<file path="src/rtl/mb_scan_pkg.sv">
`default_nettype none
// ============================================================================
// Module : mb_scan_pkg
// Desc   : Shared constants and one-hot FSM state type for the MB scan sequencer.
// Rev    : 1.0 - initial release
// ============================================================================
package mb_scan_pkg;

    localparam int MB_BITS_DEFAULT    = 10;
    localparam int SETTLE_CYC_DEFAULT = 2;
    localparam int CNT_BITS           = 4;

    localparam logic [5:0] ST_IDLE   = 6'h01;
    localparam logic [5:0] ST_LAUNCH = 6'h02;
    localparam logic [5:0] ST_RUN    = 6'h04;
    localparam logic [5:0] ST_LOAD   = 6'h08;
    localparam logic [5:0] ST_SETTLE = 6'h10;
    localparam logic [5:0] ST_DONE   = 6'h20;

    typedef enum logic [5:0] {
        S_IDLE   = ST_IDLE,
        S_LAUNCH = ST_LAUNCH,
        S_RUN    = ST_RUN,
        S_LOAD   = ST_LOAD,
        S_SETTLE = ST_SETTLE,
        S_DONE   = ST_DONE
    } state_e;

endpackage
`default_nettype wire

</file>
<file path="src/rtl/mb_pos_counter.sv">
`default_nettype none
// ============================================================================
// Module : mb_pos_counter
// Desc   : Raster x/y position registers with clear, advance and last-MB flag.
// Rev    : 1.0 - initial release
// ============================================================================
module mb_pos_counter
    import mb_scan_pkg::*;
#(
    parameter int MB_BITS = MB_BITS_DEFAULT
) (
    input  logic               clk,
    input  logic               rst_n,
    input  logic               clr_i,
    input  logic               adv_i,
    input  logic [MB_BITS-1:0] w1_i,
    input  logic [MB_BITS-1:0] h1_i,
    output logic [MB_BITS-1:0] x_o,
    output logic [MB_BITS-1:0] y_o,
    output logic               last_o
);

    logic [MB_BITS-1:0] x_q;
    logic [MB_BITS-1:0] y_q;
    logic               w_x_wrap;

    // Compare against w1/h1 only so a 1023-wide frame never overflows x.
    assign w_x_wrap = (x_q == w1_i);

    always_ff @(posedge clk or negedge rst_n) begin
        if (!rst_n) begin
            x_q <= '0;
            y_q <= '0;
        end else if (clr_i) begin
            x_q <= '0;
            y_q <= '0;
        end else if (adv_i) begin
            if (w_x_wrap) begin
                x_q <= '0;
                y_q <= y_q + 1'b1;
            end else begin
                x_q <= x_q + 1'b1;
            end
        end
    end

    assign x_o    = x_q;
    assign y_o    = y_q;
    assign last_o = w_x_wrap && (y_q == h1_i);

endmodule
`default_nettype wire

</file>
<file path="src/rtl/mb_scan_ctrl.sv">
`default_nettype none
// ============================================================================
// Module : mb_scan_ctrl
// Desc   : Macroblock raster-scan sequencer: launches MBs, pulses the boundary
//          saver load and enforces its settle time. Optional MB_SCAN_PERF_EN
//          adds a busy-cycle counter output.
// Rev    : 1.0 - initial release
// ============================================================================
module mb_scan_ctrl
    import mb_scan_pkg::*;
#(
    parameter int MB_BITS    = MB_BITS_DEFAULT,
    parameter int SETTLE_CYC = SETTLE_CYC_DEFAULT
) (
    input  logic               clk,
    input  logic               rst_n,
    input  logic               frame_start_i,
    input  logic [MB_BITS-1:0] mb_w_i,
    input  logic [MB_BITS-1:0] mb_h_i,
    input  logic               mb_done_i,
    output logic               mb_start_o,
    output logic               load_o,
    output logic [MB_BITS-1:0] x_o,
    output logic [MB_BITS-1:0] y_o,
    output logic [MB_BITS-1:0] w1_o,
    output logic [MB_BITS-1:0] w2_o,
    output logic [MB_BITS-1:0] h1_o,
    output logic               busy_o,
    output logic               frame_done_o
`ifdef MB_SCAN_PERF_EN
    ,
    output logic [31:0]        perf_cycles_o
`endif
);

    localparam logic [CNT_BITS-1:0] c_SETTLE_LOAD = CNT_BITS'(SETTLE_CYC - 1);

    state_e              state_q;
    logic [CNT_BITS-1:0] cnt_q;
    logic                mb_start_q;
    logic                load_q;
    logic                busy_q;
    logic                frame_done_q;
    logic [MB_BITS-1:0]  w1_q;
    logic [MB_BITS-1:0]  w2_q;
    logic [MB_BITS-1:0]  h1_q;

    logic                w_dims_ok;
    logic                w_accept;
    logic                w_adv;
    logic                w_last;

    assign w_dims_ok = (mb_w_i != '0) && (mb_h_i != '0);
    assign w_accept  = (state_q == S_IDLE) && frame_start_i && w_dims_ok;
    assign w_adv     = (state_q == S_LOAD);

    mb_pos_counter #(
        .MB_BITS (MB_BITS)
    ) u_pos (
        .clk    (clk),
        .rst_n  (rst_n),
        .clr_i  (w_accept),
        .adv_i  (w_adv),
        .w1_i   (w1_q),
        .h1_i   (h1_q),
        .x_o    (x_o),
        .y_o    (y_o),
        .last_o (w_last)
    );

    // Pulse outputs are registered on the transition so that mb_start lands
    // two cycles after frame_start and SETTLE_CYC+1 cycles after load.
    always_ff @(posedge clk or negedge rst_n) begin
        if (!rst_n) begin
            state_q      <= S_IDLE;
            cnt_q        <= '0;
            mb_start_q   <= 1'b0;
            load_q       <= 1'b0;
            busy_q       <= 1'b0;
            frame_done_q <= 1'b0;
            w1_q         <= '0;
            w2_q         <= '0;
            h1_q         <= '0;
        end else begin
            mb_start_q   <= 1'b0;
            load_q       <= 1'b0;
            frame_done_q <= 1'b0;
            case (state_q)
                S_IDLE: begin
                    if (frame_start_i) begin
                        if (w_dims_ok) begin
                            w1_q    <= mb_w_i - 1'b1;
                            w2_q    <= mb_w_i - MB_BITS'(2);
                            h1_q    <= mb_h_i - 1'b1;
                            busy_q  <= 1'b1;
                            state_q <= S_LAUNCH;
                        end else begin
                            frame_done_q <= 1'b1;
                        end
                    end
                end
                S_LAUNCH: begin
                    mb_start_q <= 1'b1;
                    state_q    <= S_RUN;
                end
                S_RUN: begin
                    if (mb_done_i) begin
                        load_q  <= 1'b1;
                        state_q <= S_LOAD;
                    end
                end
                S_LOAD: begin
                    if (w_last) begin
                        frame_done_q <= 1'b1;
                        state_q      <= S_DONE;
                    end else begin
                        cnt_q   <= c_SETTLE_LOAD;
                        state_q <= S_SETTLE;
                    end
                end
                S_SETTLE: begin
                    cnt_q <= cnt_q - 1'b1;
                    if (cnt_q == CNT_BITS'(1)) begin
                        state_q <= S_LAUNCH;
                    end
                end
                S_DONE: begin
                    busy_q  <= 1'b0;
                    state_q <= S_IDLE;
                end
                default: begin
                    state_q <= S_IDLE;
                end
            endcase
        end
    end

    assign mb_start_o   = mb_start_q;
    assign load_o       = load_q;
    assign busy_o       = busy_q;
    assign frame_done_o = frame_done_q;
    assign w1_o         = w1_q;
    assign w2_o         = w2_q;
    assign h1_o         = h1_q;

`ifdef MB_SCAN_PERF_EN
    logic [31:0] perf_q;

    always_ff @(posedge clk or negedge rst_n) begin
        if (!rst_n) begin
            perf_q <= '0;
        end else if (w_accept) begin
            perf_q <= '0;
        end else if (busy_q && (perf_q != 32'hFFFF_FFFF)) begin
            perf_q <= perf_q + 32'd1;
        end
    end

    assign perf_cycles_o = perf_q;
`endif

endmodule
`default_nettype wire

</file>
<file path="config.mk">
export PLATFORM = sky130hd
export DESIGN_NAME = mb_scan_ctrl
export DESIGN_NICKNAME = d
export VERILOG_FILES = /design/src/rtl/mb_scan_pkg.sv /design/src/rtl/mb_pos_counter.sv /design/src/rtl/mb_scan_ctrl.sv
export SDC_FILE = /design/constraint.sdc
export NUM_CORES = 1
export LEC_CHECK = 0
export CORE_MARGIN = 4
export CORE_UTILIZATION = 63
export CTS_CLUSTER_DIAMETER = 30
export DETAILED_ROUTE_END_ITERATION = 6
export DONT_BUFFER_PORTS = 1
export PLACE_DENSITY = 0.79
export SETUP_SLACK_MARGIN = 0.05
export SKIP_CTS_REPAIR_TIMING = 1
export SYNTH_ARGS = -nofsm -noshare
export SYNTH_HDL_FRONTEND = slang
export SYNTH_SLANG_ARGS = --single-unit
</file>
<file path="constraint.sdc">
create_clock -name clk -period 2.4 [get_ports clk]
set_clock_uncertainty 0.15 [all_clocks]
set_input_delay 0.36 -clock clk [delete_from_list [all_inputs] [get_ports clk]]
set_output_delay 0.36 -clock clk [all_outputs]
set_load 0.02 [all_outputs]
</file>
; ---- Word level (Yosys, flattened, before mapping)
; Cells that the tools add are included.
[totals]
register_bits = 64
latch_bits = 0
ramBits = 0
mem_bits_ro = 0
input_bits = 24
out_inout_bits = 54
wordCells = 70
mem_count = 0
[classes]
addsub = 6
mul = 0
div = 0
magnitude_cmp = 0
eq_ne = 14
shifts = 0
muxes = 24
n_bitwise = 0
reduce_logical = 15
[op_table]
columns = op, count
row1 = $mux 10, 6
row2 = $mux 6, 5
row3 = $pmux 6 s5, 1
row4 = $add 10x1->10 const B, 2
row5 = $eq 10x10->1, 2
row6 = $reduce_bool 10->1, 2
row7 = $sub 10x1->10 const B, 2
row8 = $ne 2x2->1 const B, 5
row9 = $sub 10x2->10 const B, 1
row10 = $mux 1, 8
row11 = $pmux 4 s2, 1
row12 = $reduce_bool 2->1, 4
row13 = $eq 6x1->1 const B, 1
row14 = $eq 6x2->1 const B, 1
row15 = $eq 6x3->1 const B, 1
row16 = $eq 6x4->1 const B, 1
row17 = $eq 6x5->1 const B, 1
row18 = $eq 6x6->1 const B, 1
row19 = $reduce_and 3->1, 2
row20 = $eq 4x1->1 const B, 1
row21 = $logic_and 1x1->1, 4
row22 = $mux 4, 1
row23 = $pmux 1 s2, 2
row24 = $reduce_and 2->1, 2
row25 = other kinds (2), 2

; ---- Logic depth before layout (Yosys ltp)
; Gate-level depths: netlist (run 1).
[depth]
word_depth = 5
ltp_mapped = 8
mapped_depth_nobuf = 7

; ---- By module
; A second synthesis (run 1) with hierarchy kept.
[hier_totals]
hier_cells = 351
area_unflattened_um2 = 3804.9
[modules_own_cells]
columns = mod, n_inst, cells_each, area_per_inst_um2, seq_area_each_um2
row1 = mb_scan_ctrl, 1, 201, 2428.6, 1102.3
row2 = mb_pos_counter, 1, 150, 1376.3, 500.5

; ---- Worst setup path before layout (run 1)
; No wires, ideal clock.
[synth_timing]
kind = register -> register
from = reg u_pos.x_q[2], in the netlist u_pos.x_o[2]
to = reg u_pos.y_q[6], in the netlist u_pos.y_o[6]
setup_ps = 77
arrival_time_ps = 1987
required_time_ps = 2173
setup_slack_ps = 185
path_stages_with_launch = 7
n_path_buf = 1
period_less_slack_ps = 2215
path_cell_list = dfrtp_1 > xnor2_1 > nand4_1 > or3_1 > clkbuf_1 > or4_1 > a21oi_1
[synth_between]
elab_chain_len = 3
[synth_rtl]
columns = element, line_no
row1 = from (decl), mb_pos_counter.sv:23  ; logic [MB_BITS-1:0] x_q;
row2 = from (signal assigned), mb_pos_counter.sv:42  ; x_q <= x_q + 1'b1;
row3 = $eq 10x10->1, mb_pos_counter.sv:28  ; assign w_x_wrap = (x_q == w1_i);
row4 = $reduce_bool 2->1 (no source line), --
row5 = $reduce_and 2->1 (no source line), --
row6 = to (signal assigned), mb_pos_counter.sv:40  ; y_q <= y_q + 1'b1;
row7 = to (decl), mb_pos_counter.sv:24  ; logic [MB_BITS-1:0] y_q;
; Every way passes these cells.
; A chain may end at the register's enable or synchronous reset.

; ---- Worst setup path after layout (run 1)
[layout_timing]
from = reg state_q[4]
to = reg u_pos.y_q[9], in the netlist u_pos.y_o[9]
[layout_between]
elab_chain_len = 5
word_cells_on_any_way = 8
classes_between = eq/ne (2) / mux (1) / reduce/logical (5)
[layout_rtl]
columns = element, line_no
row1 = from (decl), mb_scan_ctrl.sv:38  ; state_e state_q;
row2 = from (signal assigned), mb_scan_ctrl.sv:75  ; state_q <= S_IDLE;
row3 = from (signal assigned), mb_scan_ctrl.sv:96  ; state_q <= S_LAUNCH;
row4 = from (signal assigned), mb_scan_ctrl.sv:104  ; state_q <= S_RUN;
row5 = $eq 6x1->1, mb_scan_ctrl.sv:54  ; assign w_accept = (state_q == S_IDLE) && frame_start_i && w_dims_ok;
row6 = $logic_and 1x1->1 (2 in a row), mb_scan_ctrl.sv:54
row7 = $reduce_bool 2->1 (no source line), --
row8 = $reduce_and 2->1 (no source line), --
; Parallel ways exist; a longest one is shown, timed or not.

==> impl_metrics.xml, run 1 <==
<?xml version="1.0" encoding="UTF-8"?>
<metrics>
  <group name="floorplan">
    <metric name="start_util" unit="%">65.99</metric>
    <metric name="die-area" unit="µm²">6697</metric>
    <metric name="core_box_area" unit="µm²">5205</metric>
    <metric name="io_pins" unit="">78</metric>
    <metric name="floorplan.rows" unit="">26</metric>
    <metric name="die_height" unit="µm">81.84</metric>
    <metric name="die_width" unit="µm">81.84</metric>
  </group>
  <group name="clocking">
    <metric name="tritoncts" unit="">built</metric>
    <metric name="cts-root-buf" unit="">sky130_fd_sc_hd__clkbuf_8</metric>
    <metric name="cts.clk_slew.worst_paths" unit="ns">0.07</metric>
    <metric name="clock_insertion_delay_worst_skew" unit="ns">0.34</metric>
    <metric name="clock_sinks" unit="">64</metric>
    <metric name="ctsLongestPathBuffers" unit="">2</metric>
    <metric name="number_of_cts_inserted_buffers" unit="">9</metric>
    <metric name="cts-htree-levels" unit="">3</metric>
  </group>
  <group name="final_layout">
    <metric name="n_fill_cell" unit="">382</metric>
    <metric name="postLayoutCellArea" unit="µm²">3954</metric>
    <metric name="num_antenna_cells" unit="">0</metric>
    <metric name="synthToLayoutAreaGrowth" unit="%">15.12</metric>
    <metric name="fin_nets" unit="">438</metric>
    <metric name="finish.utilization" unit="%">75.96</metric>
    <metric name="fraction_of_layout_cells_with_a_size_suffix_above_1" unit="%">13.90</metric>
  </group>
  <group name="yosys">
    <metric name="synth_async_sr_flop_share" unit="%">100.0</metric>
    <metric name="synth.distinct_cells" unit="">43</metric>
    <metric name="yosys-top-cells-area" unit="">sky130_fd_sc_hd__dfrtp_1 (46%), sky130_fd_sc_hd__xor2_1 (7.1%), sky130_fd_sc_hd__nand2_1 (6.3%)</metric>
    <metric name="post_synth.cell_area_avg" unit="µm²">9.283</metric>
    <metric name="netlist_area" unit="µm²">3435</metric>
    <metric name="synth.yosys.warnings" unit="">0</metric>
    <metric name="synth_sequential_area_ratio" unit="%">46.67</metric>
    <metric name="synthesis.instances" unit="">370</metric>
    <metric name="yosys.area.top_type_share" unit="%">45.90</metric>
    <metric name="synth-seq-cells" unit="">64</metric>
    <metric name="synth_enable_flop_cells" unit="">0</metric>
    <metric name="synth_flop_cell" unit="">sky130_fd_sc_hd__dfrtp_1</metric>
    <metric name="synth_nets" unit="">403</metric>
    <metric name="yosysTopAreaCell" unit="">sky130_fd_sc_hd__dfrtp_1</metric>
  </group>
  <group name="flow_run">
    <metric name="cap_viol_max_count" unit="">0</metric>
  </group>
  <group name="timing">
    <metric name="maxClockFrequency" unit="MHz">456.2</metric>
    <metric name="tcrit_tclk_final" unit="%">91.34</metric>
    <metric name="fin_crit" unit="ns">2.192</metric>
    <metric name="finalHoldViolations" unit="">0</metric>
    <metric name="setup_violations" unit="">0</metric>
    <metric name="setup_total_negative_slack" unit="ns">0</metric>
    <metric name="number_of_pins_with_negative_max_slew_slack_in_the_final_report" unit="">0</metric>
    <metric name="rsz_0062_raised_after_global_routing" unit="">no</metric>
    <metric name="max-slew-margin-rel" unit="%">62.26</metric>
    <metric name="worstMarginPinSlew" unit="ns">0.5610</metric>
  </group>
  <group name="drt">
    <metric name="drt_pass1_iterations" unit="">4</metric>
    <metric name="detail_route.vias_per_cell" unit="">5.858</metric>
    <metric name="drt_first_iter_violations" unit="">164</metric>
    <metric name="postRouteAntennaNets" unit="">0</metric>
    <metric name="routedWlPerCell" unit="µm">16.87</metric>
    <metric name="drc" unit="">0</metric>
    <metric name="detailroute.via_count" unit="">2812</metric>
    <metric name="wl" unit="µm">8097</metric>
  </group>
  <group name="pwr">
    <metric name="vdd_drop_max" unit="mV">0.7080</metric>
    <metric name="static_leakage" unit="nW">1.757</metric>
    <metric name="power_density" unit="nW/µm²">970.5</metric>
  </group>
  <group name="worst_setup_path">
    <metric name="setup.reg_to_reg.worst_slack" unit="ns">0.21</metric>
    <metric name="critical_path.reg2reg.endpoint" unit="">u_pos.y_o[9]</metric>
    <metric name="crit_path_end_kind" unit="">register</metric>
    <metric name="cp.arrival" unit="ns">2.30</metric>
    <metric name="r2r_start" unit="">state_q[4]</metric>
    <metric name="slowest_cp_cell" unit="">sky130_fd_sc_hd__or4_1</metric>
    <metric name="crit_path_cell_trace" unit="">nor3_4 -&gt; nand3_4 -&gt; or4_1 -&gt; or3_1 -&gt; a21oi_1</metric>
    <metric name="critical_path.startpoint" unit="">state_q[4]</metric>
    <metric name="critPathLaunchType" unit="">register</metric>
    <metric name="max_stage_delay" unit="ns">0.57</metric>
    <metric name="critical_path_peak_fanout" unit="">8</metric>
    <metric name="cells_on_worst_reg2reg_path" unit="">5</metric>
    <metric name="required" unit="ns">2.51</metric>
    <metric name="critPathKind" unit="">register to register</metric>
  </group>
  <group name="min_path">
    <metric name="hold_path_startpoint" unit="">mb_h_i[2]</metric>
    <metric name="min_path_cells" unit="">2</metric>
    <metric name="hold_endpoint" unit="">h1_o[2]</metric>
    <metric name="worstHoldPathType" unit="">input port to register</metric>
  </group>
  <group name="global_route">
    <metric name="first_pass_grt_wire_length" unit="µm">13480</metric>
    <metric name="pin_count_of_the_biggest_net_entering_global_routing" unit="">65</metric>
    <metric name="globalRoute.totalOverflow" unit="">0</metric>
    <metric name="grt_pass1_vias" unit="">2843</metric>
    <metric name="grt_util_overall" unit="%">26.60</metric>
    <metric name="antenna_found_initial" unit="">0</metric>
  </group>
  <group name="placed_design">
    <metric name="quantity_of_i_o_buffers_inserted_on_ports" unit="">0</metric>
    <metric name="place.detailed.hpwl" unit="µm">5997</metric>
    <metric name="placedInstanceArea" unit="µm²">3715</metric>
    <metric name="gp_routability_congestion" unit="">0.9091</metric>
  </group>
  <group name="outcome">
    <metric name="outcome" unit="">finished clean</metric>
  </group>
</metrics>
how the worst max path moves through the flow:
stage / end / slack, ns / depth (start not counted)
after floorplan: u_pos.y_o[6] / 0.19 / 6
after global placement: u_pos.y_o[8] / 0.22 / 5
after detailed placement: u_pos.y_o[6] / 0.17 / 5
after CTS: u_pos.y_o[6] / 0.17 / 5
after global routing: u_pos.y_o[9] / 0.07 / 5
final: u_pos.y_o[9] / 0.21 / 5
per-layer routing:
| metal | GRT usage [%] | up-vias | routed length, µm | part of all wire, % |
|---|---|---|---|---|
| met4 | 10.96 | 0 | 144 | 1.8 |
| met3 | 8.991 | 18 | 681 | 8.4 |
| met2 | 42.08 | 101 | 3884 | 48 |
| met1 | 33.41 | 1330 | 3387 | 42 |
| li1 | - | 1363 | - | - |
| met5 | 0 | - | 0 | 0 |
stage by stage:
step / worst slack, ns / hold WS, ns / power [mW] / cells
3_3_place_gp: 0.2161 / -0.08373 / 2.957 / 459
3_5_place_dp: 0.1720 / -0.08408 / 3.018 / 459
6_report: 0.2077 / 0.04767 / 3.837 / 480
4_1_cts: 0.1652 / -0.4614 / 3.825 / 475
2_1_floorplan: 0.1854 / -0.08559 / 2.597 / 370
5_1_grt: 0.06991 / 0.05445 / 4.084 / 480
worst max-delay path, delay by kind of cell, from the launching register on:
kind	cells	cell delay [ns]
compound gates	1	0.14
flops	1	0.48
simple gates	4	1.34
logic make-up (layout without fill, tap and decap cells):
group / count (synthesis) / in the layout / synth area share, %
adders and majority gates: 9 / 9 / 3.279
and+or+nand+nor: 156 / 156 / 23.21
DFF: 64 / 64 / 46.67
buffers and inverters: 20 / 60 / 2.514
AOI/OAI and AO/OA: 71 / 71 / 11.55
xor gates and xnor gates: 49 / 49 / 12.50
muxes: 1 / 1 / 0.2915
layout by cell type, fill, tap and decap left out, types with 7 or more instances in the layout:
master                     synthesis  layout
sky130_fd_sc_hd__a21oi_1          14      14
sky130_fd_sc_hd__buf_4             0      31
sky130_fd_sc_hd__clkbuf_8          0      10
sky130_fd_sc_hd__dfrtp_1          63      63
sky130_fd_sc_hd__ha_1              9       9
sky130_fd_sc_hd__inv_1             7       7
sky130_fd_sc_hd__nand2_1          58      58
sky130_fd_sc_hd__nand3_1          13      13
sky130_fd_sc_hd__nand4_1           8       8
sky130_fd_sc_hd__nor2_1           31      31
sky130_fd_sc_hd__nor4_1            7       7
sky130_fd_sc_hd__o21ai_0          41      41
sky130_fd_sc_hd__xnor2_1          21      21
sky130_fd_sc_hd__xor2_1           28      28
sequential cells by signal, summed over array words and instances, names as in the netlist:
name and count:
w2_o 10, mb_start_o 1, busy_o 1, u_pos.y_o 10
cnt_q 4, h1_o 10, u_pos.x_o 10, w1_o 10
load_o 1, frame_done_o 1, state_q 6
Yosys cell counts (4+ instances only):
cell                       number
sky130_fd_sc_hd__dfrtp_1       63
sky130_fd_sc_hd__nand2_1       58
sky130_fd_sc_hd__o21ai_0       41
sky130_fd_sc_hd__nor2_1        31
sky130_fd_sc_hd__xor2_1        28
sky130_fd_sc_hd__xnor2_1       21
sky130_fd_sc_hd__a21oi_1       14
sky130_fd_sc_hd__nand3_1       13
sky130_fd_sc_hd__clkbuf_1       9
sky130_fd_sc_hd__ha_1           9
sky130_fd_sc_hd__nand4_1        8
sky130_fd_sc_hd__inv_1          7
sky130_fd_sc_hd__nor4_1         7
sky130_fd_sc_hd__and3_1         5
sky130_fd_sc_hd__nand2b_1       5
sky130_fd_sc_hd__or4_1          5
sky130_fd_sc_hd__nand4b_1       4
sky130_fd_sc_hd__o31ai_1        4
area by class of cell:
type,instances,area (µm²),share of cell area [%]
multi-input combinational,286,1750,44.27
clock buffer,13,148.9,3.766
tap,70,87.58,2.215
timing repair buffer,37,320.3,8.101
inverter,7,26.28,0.6646
clock inverter,3,17.52,0.4430
sequential,64,1603,40.54
report_power, final:
part	switching (mW)	leakage, nW	internal [mW]	total (mW)
logic	0.671	0.840	0.500	1.17
clock network	0.404	0.0834	0.401	0.805
registers	0.495	0.834	1.37	1.86
No activity file was read; power rests on OpenSTA's default activity.
==> run 2: changes to the inputs <==
--- a/config.mk
+++ b/config.mk
@@ -5,6 +5,7 @@
 export SDC_FILE = /design/constraint.sdc
 export NUM_CORES = 1
 export LEC_CHECK = 0
+export CORE_ASPECT_RATIO = 1.2
 export CORE_MARGIN = 4
 export CORE_UTILIZATION = 63
 export CTS_CLUSTER_DIAMETER = 30
==> run 2 against run 1 <==
Compared with the run above: the flow now finishes with violations (negative hold slack); worst hold slack worse by 0.058 ns; register-to-register slack about the same; combinational power is 3% lower; via count decreased by 0.85%; sequential cell count stayed put; count of clock-buffer cells in the layout did not move; sequential power about the same; fmax is 0.58% lower; routed wire length down 2.1%; setup slack got worse by 0.013 ns; critical path type unchanged; critical endpoint unchanged; highest routed layer unchanged.
==> impl_metrics.xml, run 2 (synthesis results as in run 1) <==
<?xml version="1.0" encoding="UTF-8"?>
<metrics>
  <group name="outcome">
    <metric name="outcome" unit="">finished with violations</metric>
    <metric name="violations" unit="">negative hold slack</metric>
  </group>
  <group name="final_layout">
    <metric name="synthToLayoutAreaGrowth" unit="%">15.12</metric>
    <metric name="fraction_of_layout_cells_with_a_size_suffix_above_1" unit="%">14.18</metric>
    <metric name="multi_input_area" unit="µm²">1750</metric>
    <metric name="layout_commonest_cell" unit="">sky130_fd_sc_hd__dfrtp_1</metric>
    <metric name="seq_area" unit="µm²">1603</metric>
    <metric name="finish.utilization" unit="%">74.63</metric>
    <metric name="n_fill_cell" unit="">372</metric>
    <metric name="mostFrequentLayoutCells" unit="">sky130_fd_sc_hd__dfrtp_1 (63), sky130_fd_sc_hd__nand2_1 (58), sky130_fd_sc_hd__o21ai_0 (41)</metric>
    <metric name="fin_nets" unit="">437</metric>
    <metric name="num_antenna_cells" unit="">0</metric>
  </group>
  <group name="floorplan">
    <metric name="die-area" unit="µm²">6702</metric>
    <metric name="die_width" unit="µm">75.40</metric>
    <metric name="start_util" unit="%">64.83</metric>
    <metric name="floorplan.rows" unit="">29</metric>
    <metric name="core_box_area" unit="µm²">5298</metric>
    <metric name="die_height" unit="µm">88.88</metric>
    <metric name="io_pins" unit="">78</metric>
  </group>
  <group name="clocking">
    <metric name="tritoncts" unit="">built</metric>
    <metric name="number_of_cts_inserted_buffers" unit="">9</metric>
    <metric name="cts-htree-levels" unit="">3</metric>
    <metric name="cts.clk_slew.worst_paths" unit="ns">0.07</metric>
    <metric name="clock_insertion_delay_worst_skew" unit="ns">0.33</metric>
    <metric name="ctsLongestPathBuffers" unit="">2</metric>
    <metric name="cts-root-buf" unit="">sky130_fd_sc_hd__clkbuf_8</metric>
    <metric name="clock_sinks" unit="">64</metric>
  </group>
  <group name="drt">
    <metric name="detail_route.vias_per_cell" unit="">5.919</metric>
    <metric name="wl" unit="µm">7926</metric>
    <metric name="routedWlPerCell" unit="µm">16.83</metric>
    <metric name="drt_pass1_iterations" unit="">4</metric>
    <metric name="drc" unit="">0</metric>
    <metric name="postRouteAntennaNets" unit="">0</metric>
    <metric name="drt_first_iter_violations" unit="">117</metric>
    <metric name="detailroute.via_count" unit="">2788</metric>
  </group>
  <group name="timing">
    <metric name="fin_crit" unit="ns">2.205</metric>
    <metric name="worst_hold_slack" unit="ns">-0.01051</metric>
    <metric name="setup_total_negative_slack" unit="ns">0</metric>
    <metric name="max-slew-margin-rel" unit="%">66.83</metric>
    <metric name="setup_violations" unit="">0</metric>
    <metric name="number_of_pins_with_negative_max_slew_slack_in_the_final_report" unit="">0</metric>
    <metric name="maxClockFrequency" unit="MHz">453.5</metric>
    <metric name="rsz_0062_raised_after_global_routing" unit="">no</metric>
    <metric name="finalHoldViolations" unit="">1</metric>
    <metric name="tcrit_tclk_final" unit="%">91.88</metric>
    <metric name="worstMarginPinSlew" unit="ns">0.4937</metric>
  </group>
  <group name="worst_setup_path">
    <metric name="critical_path_peak_fanout" unit="">7</metric>
    <metric name="setup.reg_to_reg.worst_slack" unit="ns">0.19</metric>
    <metric name="cp.arrival" unit="ns">2.31</metric>
    <metric name="crit_path_end_kind" unit="">register</metric>
    <metric name="critPathLaunchType" unit="">register</metric>
    <metric name="critical_path.endpoint" unit="">u_pos.y_o[9]</metric>
    <metric name="required" unit="ns">2.51</metric>
    <metric name="critPathKind" unit="">register to register</metric>
    <metric name="critical_path.startpoint" unit="">state_q[1]</metric>
    <metric name="cells_on_worst_reg2reg_path" unit="">5</metric>
    <metric name="r2r_start" unit="">state_q[1]</metric>
    <metric name="critical_path.reg2reg.endpoint" unit="">u_pos.y_o[9]</metric>
  </group>
  <group name="min_path">
    <metric name="hold_path_startpoint" unit="">mb_h_i[0]</metric>
    <metric name="worstHoldPathType" unit="">input port to register</metric>
  </group>
  <group name="global_route">
    <metric name="first_pass_grt_wire_length" unit="µm">12820</metric>
    <metric name="antenna_found_initial" unit="">0</metric>
    <metric name="grt_pass1_vias" unit="">2732</metric>
    <metric name="globalRoute.totalOverflow" unit="">0</metric>
    <metric name="pin_count_of_the_biggest_net_entering_global_routing" unit="">65</metric>
    <metric name="grt_util_overall" unit="%">25.15</metric>
  </group>
  <group name="placed_design">
    <metric name="quantity_of_i_o_buffers_inserted_on_ports" unit="">0</metric>
    <metric name="place.detailed.hpwl" unit="µm">5850</metric>
    <metric name="gp_routability_congestion" unit="">0.8105</metric>
  </group>
  <group name="pwr">
    <metric name="fin_total_pwr" unit="mW">3.925</metric>
    <metric name="power_density" unit="nW/µm²">992.7</metric>
    <metric name="static_leakage" unit="nW">1.769</metric>
    <metric name="vdd_drop_max" unit="mV">0.6722</metric>
  </group>
  <group name="flow_run">
    <metric name="cap_viol_max_count" unit="">0</metric>
  </group>
</metrics>
==> run 2: changes by cell type in the layout (fill, tap and decap cells not counted) <==
cell / change
sky130_fd_sc_hd__buf_12: -1
sky130_fd_sc_hd__buf_4: +1
sky130_fd_sc_hd__bufinv_16: +1
sky130_fd_sc_hd__clkbuf_1: -1
sky130_fd_sc_hd__clkbuf_8: +1
sky130_fd_sc_hd__clkinvlp_4: -1
sky130_fd_sc_hd__dlygate4sd3_1: -1
==> run 2: worst max-delay path, stage by stage, from the launching register on <==
cell                      delay (ns)
sky130_fd_sc_hd__dfrtp_1        0.46
sky130_fd_sc_hd__nor2_1         0.29
sky130_fd_sc_hd__nand3_4        0.14
sky130_fd_sc_hd__or4_1          0.57
sky130_fd_sc_hd__or3_1          0.36
sky130_fd_sc_hd__a21oi_1        0.15
==> run 2: final cells by class <==
type / instances / share of cell area (%)
tap: 62 / 1.962
multi-input combinational: 286 / 44.27
timing repair buffer: 36 / 7.532
clock inverter: 3 / 1.013
sequential: 64 / 40.54
clock buffer: 13 / 4.019
inverter: 7 / 0.6646
==> run 2: where the power goes <==
| part | switching (mW) | total, mW | internal [mW] |
|---|---|---|---|
| Combinational | 0.652 | 1.13 | 0.473 |
| Sequential | 0.500 | 1.87 | 1.37 |
| Clock | 0.399 | 0.933 | 0.534 |
| Total | 1.55 | 3.92 | 2.37 |
==> run 2: metrics by stage <==
step	hold WS, ns	instances	cell area [µm²]	worst slack, ns
after global placement	-0.08355	451	3692	0.2127
after global routing	0.01403	471	3954	0.08811
final	-0.01051	471	3954	0.1950
after detailed placement	-0.08301	451	3692	0.09899
after floorplan	-0.08559	370	3435	0.1854
after CTS	-0.4495	467	3891	0.1031
==> run 2: how the worst min path moves through the flow <==
stage,to,slack [ns],cells past startpoint
final,h1_o[0],-0.01,1
after floorplan,busy_o,-0.09,0
after global routing,h1_o[0],0.01,1
after CTS,u_pos.y_o[5],-0.45,0
after detailed placement,cnt_q[3],-0.08,0
after global placement,u_pos.y_o[4],-0.08,0
==> run 2: routing by layer <==
metal | track usage, % | vias up | part of all wire, % | wire (µm)
met5 | 0 | - | 0 | 0
met4 | 12.56 | 0 | 2.6 | 208
met3 | 6.023 | 19 | 6.4 | 507
met2 | 39.91 | 101 | 49 | 3908
met1 | 31.84 | 1314 | 42 | 3302
li1 | - | 1354 | - | -
==> run 3: changes to the inputs <==
--- a/config.mk
+++ b/config.mk
@@ -7,13 +7,14 @@
 export LEC_CHECK = 0
 export CORE_ASPECT_RATIO = 1.2
 export CORE_MARGIN = 4
-export CORE_UTILIZATION = 63
+export CORE_UTILIZATION = 64
 export CTS_CLUSTER_DIAMETER = 30
 export DETAILED_ROUTE_END_ITERATION = 6
 export DONT_BUFFER_PORTS = 1
-export PLACE_DENSITY = 0.79
+export PLACE_DENSITY = 0.8
 export SETUP_SLACK_MARGIN = 0.05
 export SKIP_CTS_REPAIR_TIMING = 1
 export SYNTH_ARGS = -nofsm -noshare
 export SYNTH_HDL_FRONTEND = slang
+export SYNTH_HIERARCHICAL = 1
 export SYNTH_SLANG_ARGS = --single-unit
==> run 3 against run 2 <==
Compared with the run above: the run now ends clean; clock power shrank 9.4%; fmax shrank 3.5%; global-route usage shrank 1.5 points; setup slack lost 0.080 ns; sequential cell count is the same; area after synthesis grew 11%; largest cell class unchanged.
==> impl_metrics.xml, run 3 <==
<?xml version="1.0" encoding="UTF-8"?>
<metrics>
  <group name="min_path">
    <metric name="worstHoldPathType" unit="">input port to register</metric>
  </group>
  <group name="timing">
    <metric name="number_of_pins_with_negative_max_slew_slack_in_the_final_report" unit="">0</metric>
    <metric name="tcrit_tclk_final" unit="%">95.21</metric>
    <metric name="setup_violations" unit="">0</metric>
    <metric name="max-slew-margin-rel" unit="%">61.67</metric>
    <metric name="worstMarginPinSlew" unit="ns">0.5696</metric>
    <metric name="finalHoldViolations" unit="">0</metric>
    <metric name="fin_crit" unit="ns">2.285</metric>
    <metric name="maxClockFrequency" unit="MHz">437.6</metric>
    <metric name="rsz_0062_raised_after_global_routing" unit="">yes</metric>
  </group>
  <group name="floorplan">
    <metric name="core_box_area" unit="µm²">5705</metric>
    <metric name="io_pins" unit="">78</metric>
    <metric name="die-area" unit="µm²">7248</metric>
    <metric name="start_util" unit="%">66.69</metric>
    <metric name="floorplan.rows" unit="">30</metric>
    <metric name="die_width" unit="µm">78.39</metric>
    <metric name="die_height" unit="µm">92.47</metric>
  </group>
  <group name="global_route">
    <metric name="grt_util_overall" unit="%">23.64</metric>
    <metric name="globalRoute.totalOverflow" unit="">0</metric>
    <metric name="antenna_found_initial" unit="">0</metric>
    <metric name="first_pass_grt_wire_length" unit="µm">13400</metric>
    <metric name="grt_pass1_vias" unit="">2793</metric>
    <metric name="pin_count_of_the_biggest_net_entering_global_routing" unit="">65</metric>
  </group>
  <group name="final_layout">
    <metric name="layout_commonest_cell" unit="">sky130_fd_sc_hd__dfrtp_1</metric>
    <metric name="finish.utilization" unit="%">76.03</metric>
    <metric name="mostFrequentLayoutCells" unit="">sky130_fd_sc_hd__dfrtp_1 (63), sky130_fd_sc_hd__xnor2_1 (31), sky130_fd_sc_hd__buf_4 (25)</metric>
    <metric name="fin_nets" unit="">411</metric>
    <metric name="n_fill_cell" unit="">374</metric>
    <metric name="synthToLayoutAreaGrowth" unit="%">14.01</metric>
    <metric name="fraction_of_layout_cells_with_a_size_suffix_above_1" unit="%">26.44</metric>
    <metric name="num_antenna_cells" unit="">0</metric>
  </group>
  <group name="yosys">
    <metric name="synth_enable_flop_cells" unit="">0</metric>
    <metric name="yosys.area.top_type_share" unit="%">41.43</metric>
    <metric name="synth_nets" unit="">385</metric>
    <metric name="synth.distinct_cells" unit="">49</metric>
    <metric name="yosysTopAreaCell" unit="">sky130_fd_sc_hd__dfrtp_1</metric>
    <metric name="post_synth.cell_area_avg" unit="µm²">10.84</metric>
    <metric name="synth-seq-cells" unit="">64</metric>
    <metric name="synth_flop_cell" unit="">sky130_fd_sc_hd__dfrtp_1</metric>
    <metric name="synthesis.instances" unit="">351</metric>
    <metric name="yosys-top-cells-area" unit="">sky130_fd_sc_hd__dfrtp_1 (41%), sky130_fd_sc_hd__mux2_4 (9.1%), sky130_fd_sc_hd__xnor2_1 (7.1%)</metric>
    <metric name="yosysMostFrequentCell" unit="">sky130_fd_sc_hd__dfrtp_1</metric>
    <metric name="netlist_area" unit="µm²">3805</metric>
    <metric name="synth.yosys.warnings" unit="">6</metric>
    <metric name="synth_sequential_area_ratio" unit="%">42.12</metric>
    <metric name="synth.cells.most_frequent" unit="">sky130_fd_sc_hd__dfrtp_1 (63), sky130_fd_sc_hd__xnor2_1 (31), sky130_fd_sc_hd__nor2_1 (24)</metric>
    <metric name="synth_async_sr_flop_share" unit="%">100.0</metric>
  </group>
  <group name="worst_setup_path">
    <metric name="critical_path_peak_fanout" unit="">6</metric>
    <metric name="required" unit="ns">2.49</metric>
    <metric name="critPathLaunchType" unit="">register</metric>
    <metric name="crit_path_end_kind" unit="">register</metric>
    <metric name="cp.arrival" unit="ns">2.37</metric>
    <metric name="critPathKind" unit="">register to register</metric>
  </group>
  <group name="clocking">
    <metric name="ctsLongestPathBuffers" unit="">2</metric>
    <metric name="cts-root-buf" unit="">sky130_fd_sc_hd__clkbuf_8</metric>
    <metric name="cts-htree-levels" unit="">3</metric>
    <metric name="clock_sinks" unit="">64</metric>
    <metric name="number_of_cts_inserted_buffers" unit="">9</metric>
    <metric name="clock_insertion_delay_worst_skew" unit="ns">0.34</metric>
    <metric name="tritoncts" unit="">built</metric>
    <metric name="cts.clk_slew.worst_paths" unit="ns">0.08</metric>
  </group>
  <group name="pwr">
    <metric name="power_density" unit="nW/µm²">995.5</metric>
    <metric name="switching_power" unit="mW">1.704</metric>
    <metric name="power.internal" unit="mW">2.615</metric>
    <metric name="p_clk_share" unit="%">19.6</metric>
    <metric name="static_leakage" unit="nW">1.917</metric>
    <metric name="pwr-share-comb" unit="%">32.9</metric>
    <metric name="vdd_drop_max" unit="mV">0.7645</metric>
    <metric name="fin_total_pwr" unit="mW">4.318</metric>
    <metric name="sw_share" unit="%">39.45</metric>
    <metric name="share_seq_of_total_power" unit="%">47.6</metric>
  </group>
  <group name="drt">
    <metric name="wl" unit="µm">8248</metric>
    <metric name="routedWlPerCell" unit="µm">17.85</metric>
    <metric name="postRouteAntennaNets" unit="">0</metric>
    <metric name="detailroute.via_count" unit="">2722</metric>
    <metric name="drc" unit="">0</metric>
    <metric name="drt_first_iter_violations" unit="">202</metric>
    <metric name="drt_pass1_iterations" unit="">4</metric>
    <metric name="detail_route.vias_per_cell" unit="">5.892</metric>
  </group>
  <group name="outcome">
    <metric name="outcome" unit="">finished clean</metric>
  </group>
  <group name="flow_run">
    <metric name="cap_viol_max_count" unit="">0</metric>
  </group>
  <group name="placed_design">
    <metric name="gp_routability_congestion" unit="">0.8195</metric>
    <metric name="place.detailed.hpwl" unit="µm">6003</metric>
    <metric name="quantity_of_i_o_buffers_inserted_on_ports" unit="">0</metric>
  </group>
</metrics>
==> run 3: cell types whose count changed after synthesis, sizes merged, moves of 10 or more <==
| cell | previous run | this run |
|---|---|---|
| a21oi | 14 | 4 |
| mux2 | 0 | 38 |
| nand2 | 58 | 15 |
| nor3 | 5 | 25 |
| nor4 | 8 | 18 |
| o21ai | 41 | 4 |
| xnor2 | 21 | 31 |
==> run 3: critical path, stage by stage (launching register included) <==
cell                        delay (ns)
sky130_fd_sc_hd__dfstp_2          0.58
sky130_fd_sc_hd__nor4b_4          0.21
sky130_fd_sc_hd__nand3_2          0.16
sky130_fd_sc_hd__nor3_4           0.29
sky130_fd_sc_hd__buf_4            0.17
sky130_fd_sc_hd__o2111ai_4        0.19
sky130_fd_sc_hd__nor2_2           0.17
sky130_fd_sc_hd__xnor2_1          0.08
sky130_fd_sc_hd__nor3_1           0.18
==> run 3: final timing paths <==
kind	from	endpoint	slack [ns]	depth (start not counted)
setup reg to reg	state_q[0]	u_pos/x_o[5]	0.11	8
max in group asynchronous	rst_n	state_q[0]	1.38	2
hold reg to reg	cnt_q[1]	cnt_q[1]	0.39	1
min in group asynchronous	rst_n	w2_o[8]	0.43	2
setup / recovery	state_q[0]	u_pos/x_o[5]	0.11	8
hold / removal	mb_w_i[0]	w2_o[0]	0.03	1
==> run 3: layer usage <==
layer | track usage [%] | wire [µm] | vias to the layer above
met5 | 0 | 0 | -
met4 | 11.37 | 162 | 0
met3 | 5.545 | 449 | 15
met2 | 39.64 | 4201 | 81
met1 | 28.55 | 3434 | 1339
li1 | - | - | 1287
==> run 3: layout make-up <==
| class | count | area (µm²) | share of cell area [%] |
|---|---|---|---|
| clock inverter | 3 | 17.52 | 0.4038 |
| sequential | 64 | 1603 | 36.95 |
| multi-input combinational | 258 | 2146 | 49.47 |
| clock buffer | 13 | 158.9 | 3.663 |
| tap | 80 | 100.1 | 2.307 |
| inverter | 15 | 56.30 | 1.298 |
| timing repair buffer | 29 | 256.5 | 5.913 |
==> run 3: kinds of logic after synthesis <==
family | Yosys count | synth area share, %
compound gates | 22 | 4.012
xor+xnor | 51 | 11.74
flops | 64 | 42.12
mux | 43 | 14.83
simple gates | 132 | 19.50
buf+inv | 29 | 4.505
fa+ha+maj | 10 | 3.288
==> run 3: power by group through the flow <==
stage	clock network (mW)	registers (mW)	logic, mW
2_1_floorplan	0	2.00	1.11
3_5_place_dp	0	2.08	1.33
6_report	0.845	2.05	1.42
4_1_cts	0.848	2.06	1.34
5_1_grt	0.908	2.10	1.55
3_3_place_gp	0	2.07	1.29
==> run 3: stage by stage <==
stage	TNS, ns	instance area, µm²	setup WS (ns)	hold WS, ns	cells
global route	-0.03336	4338	-0.03336	0.001886	462
detailed placement	-0.02336	4046	-0.02336	-0.08271	443
finish	0	4338	0.1150	0.02545	462
global placement	0	4046	0.06789	-0.08307	443
CTS	0	4223	0.02052	-0.4495	459
floorplan	-0.02208	3866	-0.02208	-0.08559	351
